===== src/rtl/spi_seq_pkg.sv =====
// Shared state encoding and width helpers for the SPI transfer sequencer.
package spi_seq_pkg;

  typedef enum logic [1:0] {
    IDLE    = 2'd0,
    SEND    = 2'd1,
    WAIT_RX = 2'd2,
    DONE    = 2'd3
  } state_e;

  function automatic int cw_f(input int max_bytes);
    return $clog2(max_bytes + 1);
  endfunction

  function automatic int lw_f(input int depth);
    return $clog2(depth + 1);
  endfunction

endpackage


===== src/rtl/spi_sync_fifo.sv =====
// 8-bit first-word-fall-through synchronous FIFO with occupancy output and a
// bulk-discard port used to drop queued entries in a single cycle.
module spi_sync_fifo
  import spi_seq_pkg::*;
#(
  parameter int DEPTH = 8,
  parameter int LW    = lw_f(DEPTH)
) (
  input  logic          clk,
  input  logic          rst_n,
  input  logic          wr_i,
  input  logic [7:0]    data_i,
  input  logic          rd_i,
  input  logic [LW-1:0] drop_i,
  output logic [7:0]    data_o,
  output logic          full_o,
  output logic          empty_o,
  output logic [LW-1:0] level_o
);

  localparam int AW = $clog2(DEPTH);

  logic [7:0]    mem_q [DEPTH];
  logic [AW-1:0] wr_ptr_q, wr_ptr_d;
  logic [AW-1:0] rd_ptr_q, rd_ptr_d;
  logic [LW-1:0] level_q, level_d;
  logic          push, pop;

  assign full_o  = (level_q == LW'(DEPTH));
  assign empty_o = (level_q == '0);
  assign level_o = level_q;
  // Head reads as zero while empty so the output is defined straight out of reset.
  assign data_o  = empty_o ? 8'h00 : mem_q[rd_ptr_q];

  // A simultaneous push and pop always both proceed, even when full or empty.
  always_comb begin
    push     = wr_i && (!full_o || rd_i);
    pop      = rd_i && (!empty_o || wr_i);
    wr_ptr_d = wr_ptr_q + AW'(push);
    rd_ptr_d = rd_ptr_q + AW'(pop) + AW'(drop_i);
    level_d  = level_q + LW'(push) - LW'(pop) - drop_i;
  end

  always_ff @(posedge clk) begin
    if (push) mem_q[wr_ptr_q] <= data_i;
  end

  always_ff @(posedge clk or negedge rst_n) begin
    if (!rst_n) begin
      wr_ptr_q <= '0;
      rd_ptr_q <= '0;
      level_q  <= '0;
    end else begin
      wr_ptr_q <= wr_ptr_d;
      rd_ptr_q <= rd_ptr_d;
      level_q  <= level_d;
    end
  end

endmodule


===== src/rtl/spi_xfer_sequencer.sv =====
// Streams preloaded TX bytes to the SPI chip-select wrapper and collects MISO
// bytes into an RX FIFO. Define SPI_SEQ_TIMEOUT_EN to build in the watchdog.
module spi_xfer_sequencer
  import spi_seq_pkg::*;
#(
  parameter int MAX_BYTES_PER_CS = 2,
  parameter int FIFO_DEPTH       = 8,
  parameter int TIMEOUT_CLKS     = 4096,
  parameter int CW               = cw_f(MAX_BYTES_PER_CS),
  parameter int LW               = lw_f(FIFO_DEPTH)
) (
  input  logic          clk,
  input  logic          rst_n,
  input  logic          i_tx_wr,
  input  logic [7:0]    i_tx_data,
  output logic          o_tx_full,
  output logic [LW-1:0] o_tx_level,
  input  logic          i_start,
  input  logic [CW-1:0] i_len,
  output logic          o_busy,
  output logic          o_done,
  output logic          o_err,
  input  logic          i_rx_rd,
  output logic [7:0]    o_rx_data,
  output logic          o_rx_empty,
  output logic [LW-1:0] o_rx_level,
  output logic          o_rx_ovf,
  output logic [CW-1:0] o_MOSI_Count,
  output logic [7:0]    o_MOSI_Byte,
  output logic          o_MOSI_DV,
  input  logic          i_MOSI_Ready,
  input  logic          i_MISO_DV,
  input  logic [7:0]    i_MISO_Byte
);

  state_e        state_q, state_d;
  logic [CW-1:0] len_q, len_d;
  logic [CW-1:0] sent_q, sent_d;
  logic [CW-1:0] rcvd_q, rcvd_d;
  logic          dv_q;
  logic          ovf_q, ovf_d;
  logic          accept, rx_active, rx_push, dv_fire, timeout;
  logic          rx_full, tx_empty_unused;
  logic [LW-1:0] tx_flush;

  assign rx_active = (state_q == SEND) || (state_q == WAIT_RX);
  assign rx_push   = rx_active && i_MISO_DV;
  // dv_q enforces at least one idle cycle between DV pulses.
  assign dv_fire   = (state_q == SEND) && i_MOSI_Ready && (sent_q < len_q) && !dv_q;
  assign accept    = (i_len != '0) && (i_len <= CW'(MAX_BYTES_PER_CS)) &&
                     (o_tx_level >= LW'(i_len));

`ifdef SPI_SEQ_TIMEOUT_EN
  localparam int TW = $clog2(TIMEOUT_CLKS + 1);
  logic [TW-1:0] wd_q, wd_d;

  assign timeout  = rx_active && !dv_fire && !rx_push && (wd_q == TW'(TIMEOUT_CLKS - 1));
  assign tx_flush = timeout ? LW'(len_q - sent_q) : '0;

  always_comb begin
    wd_d = '0;
    if (rx_active && !dv_fire && !rx_push && !timeout) wd_d = wd_q + TW'(1);
  end

  always_ff @(posedge clk or negedge rst_n) begin
    if (!rst_n) wd_q <= '0;
    else        wd_q <= wd_d;
  end
`else
  logic unused_timeout_param;
  assign unused_timeout_param = (TIMEOUT_CLKS == 0);
  assign timeout  = 1'b0;
  assign tx_flush = '0;
`endif

  always_comb begin
    state_d = state_q;
    len_d   = len_q;
    sent_d  = sent_q;
    rcvd_d  = rcvd_q;
    ovf_d   = ovf_q;
    o_done  = 1'b0;
    o_err   = 1'b0;

    if (rx_push) begin
      if (rcvd_q < len_q) rcvd_d = rcvd_q + CW'(1);
      if (rx_full && !i_rx_rd) ovf_d = 1'b1;
    end
    if (dv_fire) sent_d = sent_q + CW'(1);

    case (state_q)
      IDLE: begin
        if (i_start) begin
          if (accept) begin
            len_d   = i_len;
            sent_d  = '0;
            rcvd_d  = '0;
            ovf_d   = 1'b0;
            state_d = SEND;
          end else begin
            o_err = 1'b1;
          end
        end
      end
      SEND: begin
        if (timeout) begin
          o_err   = 1'b1;
          state_d = IDLE;
        end else if (sent_q == len_q) begin
          state_d = WAIT_RX;
        end
      end
      WAIT_RX: begin
        if (rcvd_q == len_q) begin
          state_d = DONE;
        end else if (timeout) begin
          o_err   = 1'b1;
          state_d = IDLE;
        end
      end
      DONE: begin
        o_done  = 1'b1;
        state_d = IDLE;
      end
      default: state_d = IDLE;
    endcase
  end

  always_ff @(posedge clk or negedge rst_n) begin
    if (!rst_n) begin
      state_q <= IDLE;
      len_q   <= '0;
      sent_q  <= '0;
      rcvd_q  <= '0;
      dv_q    <= 1'b0;
      ovf_q   <= 1'b0;
    end else begin
      state_q <= state_d;
      len_q   <= len_d;
      sent_q  <= sent_d;
      rcvd_q  <= rcvd_d;
      dv_q    <= dv_fire;
      ovf_q   <= ovf_d;
    end
  end

  assign o_busy       = (state_q != IDLE);
  assign o_MOSI_DV    = dv_fire;
  assign o_MOSI_Count = len_q;
  assign o_rx_ovf     = ovf_q;

  spi_sync_fifo #(.DEPTH(FIFO_DEPTH), .LW(LW)) u_tx_fifo (
    .clk     (clk),
    .rst_n   (rst_n),
    .wr_i    (i_tx_wr),
    .data_i  (i_tx_data),
    .rd_i    (dv_fire),
    .drop_i  (tx_flush),
    .data_o  (o_MOSI_Byte),
    .full_o  (o_tx_full),
    .empty_o (tx_empty_unused),
    .level_o (o_tx_level)
  );

  spi_sync_fifo #(.DEPTH(FIFO_DEPTH), .LW(LW)) u_rx_fifo (
    .clk     (clk),
    .rst_n   (rst_n),
    .wr_i    (rx_push),
    .data_i  (i_MISO_Byte),
    .rd_i    (i_rx_rd),
    .drop_i  ('0),
    .data_o  (o_rx_data),
    .full_o  (rx_full),
    .empty_o (o_rx_empty),
    .level_o (o_rx_level)
  );

endmodule


===== config.mk =====
export PLATFORM = sky130hd
export DESIGN_NAME = spi_xfer_sequencer
export DESIGN_NICKNAME = d
export VERILOG_FILES = /design/src/rtl/spi_seq_pkg.sv /design/src/rtl/spi_sync_fifo.sv /design/src/rtl/spi_xfer_sequencer.sv
export SDC_FILE = /design/constraint.sdc
export NUM_CORES = 1
export LEC_CHECK = 0
export BUFFER_PORTS_ARGS = -buffer_cell sky130_fd_sc_hd__buf_2
export CAP_MARGIN = 20
export CORE_MARGIN = 3
export CORE_UTILIZATION = 26
export CTS_CLUSTER_SIZE = 30
export DETAILED_ROUTE_END_ITERATION = 10
export PLACE_DENSITY = 0.43
export SLEW_MARGIN = 0
export SYNTH_ARGS = -nofsm -noshare
export SYNTH_HDL_FRONTEND = slang
export SYNTH_SLANG_ARGS = --single-unit
export TNS_END_PERCENT = 50

===== constraint.sdc =====
create_clock -name clk -period 3.3 [get_ports clk]
set_input_delay 0 -clock clk [delete_from_list [all_inputs] [get_ports clk]]
set_output_delay 0 -clock clk [all_outputs]
set_load 0.005 [all_outputs]

==> run summary <==
Async S/R FF share, synth - 19.0%
outcome - finished, final reports clean
antenna cells - 0
Buffers & Inverters on Critical Path - 3
Die Y - 168 µm
FP Rows - 58
Least-Margin Pin Slew - 895 ps
first-pass GRT wire length - 22500 µm
io pins - 58
final instance area - 8340 µm²
synthesized net count - 439
layout net count - 545
Seq. cell area - 4590 µm²
number of setup violations in the final report - 0
largest net degree at the start of global routing - 31
Initial Util - 26.7%
die footprint - 28200 µm²
synth unique cells - 48
# fillers - 2450
slowest stage delay, CP - 420 ps
GRT Total Usage - 10.5%
GRT overflow - 0
Total Wirelength - 13900 µm
FF-to-FF setup slack - 600 ps
DRC violations left - 0
RSZ-0062 raised after global routing - no
vias per cell - 4.33
sequential fraction of the synthesis area - 67.4%
depth of the worst hold-timing path - 4
Top delay family on crit path - adder cells
initial DRC count - 181
H-tree depth - 4
share of cells above drive strength 1 - 27.3%
hold crit path type - input pin to flop
top sig layer - met4
CP Data Required Time - 3640 ps
Synth-to-Final Area Change - 22.4%
accumulated negative setup slack - 0 ps
maximum VDD drop - 328 µV
drt pass-1 iters - 4
CTS Buffer Depth - 2
Critical-path top delay cell - dfrtp_1
worst hold path endpoint - o_rx_ovf
Reg clk slew, reported paths - 70 ps
CP startpoint kind - flop
fmax - 370 MHz
Mapped Area - 6810 µm²
LEAKAGE - 3.19 nW
DR WL/cell - 16.7 µm
placed insts - 779
ANT nets after route - 0
worst flop-to-flop path startpoint - state_q[1]
number of global-route vias before repair - 3940
Worst Setup End Kind - flop
CTS tree - done
Fin. Hold Viols - 0
Post-synth EDFFs - 128
Main synth FF type - edfxtp_1
gate count after technology mapping - 381
Die X - 168 µm
Arr. time, crit path - 3050 ps
met3 WL post-DR - 604 µm
syn_area_per_cell - 17.9 µm²
DP HPWL - 9360 µm
Max FO, Critical Path - 5
pwr/cell area - 870 nW/µm²
worst r2r path cells - 12
routed wl met2 - 6900 µm
CORE AREA - 25500 µm²
Max Cap Viol - 0
Post-Layout Cell Count - 829
Placer Congestion - 0.754
synthesis-stage register bit count - 158
Yosys Warn Count - 0
WS Path Type - flop to flop
multi-input logic area - 2010 µm²
Slew Viols, Final - 0
initial antenna violation count - 0
WL met1 - 6210 µm
critical hold path startpoint - i_rx_rd
Final Cycle Share - 81.9%
Reg2Reg Capture Point - u_tx_fifo.level_o[3]
detailed-route via count - 3586
Clk Latency, worst-skew pair - 420 ps
TritonCTS buffer count - 17
crit-path cells - inv_1 > ha_1 > nand2_1 > nor4_2 > buf_4 > a21boi_0 > ha_1 > inv_1 > ha_1 > a21o_1 > a21oi_1 > xor2_1
CP most frequent cell - ha_1
CTS Root Cell - clkbuf_16
Slew headroom - 40.3%
Sink Count - 158
IO Port Bufs - 57
minimum clock period - 2700 ps
placed cell areas - 7570 µm²
Final Skew - 12.5 ps
# resized after CTS - 0
==> cell usage after synthesis (2+ instances only) <==
library cell / instances / area (µm²)
edfxtp_1: 128 / 3840
nor2_1: 38 / 143
ha_1: 31 / 388
dfrtp_1: 30 / 751
inv_1: 24 / 90.1
mux4_2: 19 / 428
mux2i_1: 17 / 170
mux4_1: 13 / 342
nand2_1: 7 / 26.3
xor2_1: 7 / 61.3
nand2b_1: 6 / 37.5
xnor2_1: 6 / 52.6
nor3_1: 5 / 25.0
a21boi_0: 2 / 15.0
a21o_1: 2 / 15.0
a21oi_1: 2 / 10.0
buf_2: 2 / 10.0
buf_4: 2 / 15.0
buf_6: 2 / 22.5
clkbuf_1: 2 / 7.51
clkbuf_8: 2 / 27.5
fa_1: 2 / 40.0
nor2b_1: 2 / 12.5
nor4_1: 2 / 12.5
nor4b_1: 2 / 17.5
o21ai_0: 2 / 10.0
o311a_1: 2 / 20.0
or4_1: 2 / 15.0
==> cell usage in the layout (no fill, tap or decap), drive strengths merged, types with 4 or more instances in the layout <==
cell           n
dfrtp         30
mux4          32
a21boi         4
nand2          7
nor3           6
xor2           7
clkbuf        18
dlygate4sd3   19
inv           29
edfxtp       128
ha            31
xnor2          6
nor2          38
nand2b         6
buf           80
mux2i         17
==> where the power goes <==
group / internal, mW / switching (mW) / total [mW] / leakage [nW]
sequential: 2.58 / 0.370 / 2.95 / 1.52
combinational: 1.21 / 1.17 / 2.38 / 1.40
clock: 1.13 / 0.802 / 1.93 / 0.276
==> what timing repair did <==
item                                   in CTS  in global routing
hold buffers                               19                  0
endpoints found under the hold margin     161                  0
buffers inserted                            0                  0
==> worst reg2reg max path: cells and delay by family, from the launching register on <==
family,cells,cell delay [ps]
and+or+nand+nor,2,340
DFF,1,420
xor gates and xnor gates,1,170
AOI/OAI and AO/OA,3,660
buffers and inverters,3,350
adders and majority gates,3,710
==> metal layers <==
layer | vias up | global-route usage, %
li1 | 1677 | -
met1 | 1836 | 13.0
met2 | 64 | 17.5
met3 | 9 | 3.08
met4 | 0 | 3.52
met5 | - | 0
==> final cells by class <==
class                      instances  area share, %
sequential                       158           55.1
inverter                          24           1.08
clock buffer                      18           5.15
clock inverter                    13           1.86
multi-input combinational        187           24.1
timing repair buffer              99           7.77
tap                              330           4.95
==> metrics by stage <==
stage / utilization (%) / power (mW) / worst slack [ps] / hold slack, ps
after floorplan: - / 4.59 / 744 / -296
after global placement: 29.7 / 5.37 / 669 / 118
after detailed placement: 29.7 / 5.43 / 595 / 115
after CTS: 32.7 / 7.41 / 555 / 6.25
after global routing: 32.7 / 7.80 / 338 / 29.2
final: 32.7 / 7.25 / 599 / 15.6
==> kinds of logic after synthesis <==
kind of cell | after synthesis | synth area share [%]
AND/OR/NAND/NOR | 73 | 5.34
multiplexers | 50 | 14.0
adder cells (fa/ha/maj) | 33 | 6.28
buffers and inverters | 36 | 3.05
XOR/XNOR | 13 | 1.67
flip-flops | 158 | 67.4
AO/OA/AOI/OAI | 18 | 2.26
==> how the worst max path moves through the flow <==
stage               slack (ps)                   end  depth (start not counted)       startpoint
floorplan                  740  u_tx_fifo.level_o[2]                         11  o_MOSI_Count[1]
global placement           670  u_tx_fifo.level_o[2]                         12  o_MOSI_Count[1]
detailed placement         600  u_tx_fifo.level_o[3]                         12       state_q[1]
CTS                        550  u_tx_fifo.level_o[3]                         12       state_q[1]
global route               340  u_tx_fifo.level_o[3]                         12       state_q[1]
finish                     600  u_tx_fifo.level_o[3]                         12       state_q[1]
==> sequential cells by signal (all words and copies together) (netlist names) <==
| register | cells |
|---|---|
| state_q | 2 |
| u_tx_fifo.rd_ptr_q | 3 |
| o_rx_ovf | 1 |
| o_MOSI_Count | 2 |
| rcvd_q | 2 |
| u_rx_fifo.wr_ptr_q | 3 |
| u_rx_fifo.level_o | 4 |
| sent_q | 2 |
| u_tx_fifo.mem_q | 64 |
| u_rx_fifo.rd_ptr_q | 3 |
| u_tx_fifo.level_o | 4 |
| u_rx_fifo.mem_q | 64 |
| u_tx_fifo.wr_ptr_q | 3 |
| dv_q | 1 |
(Power assumes the default switching activity.)
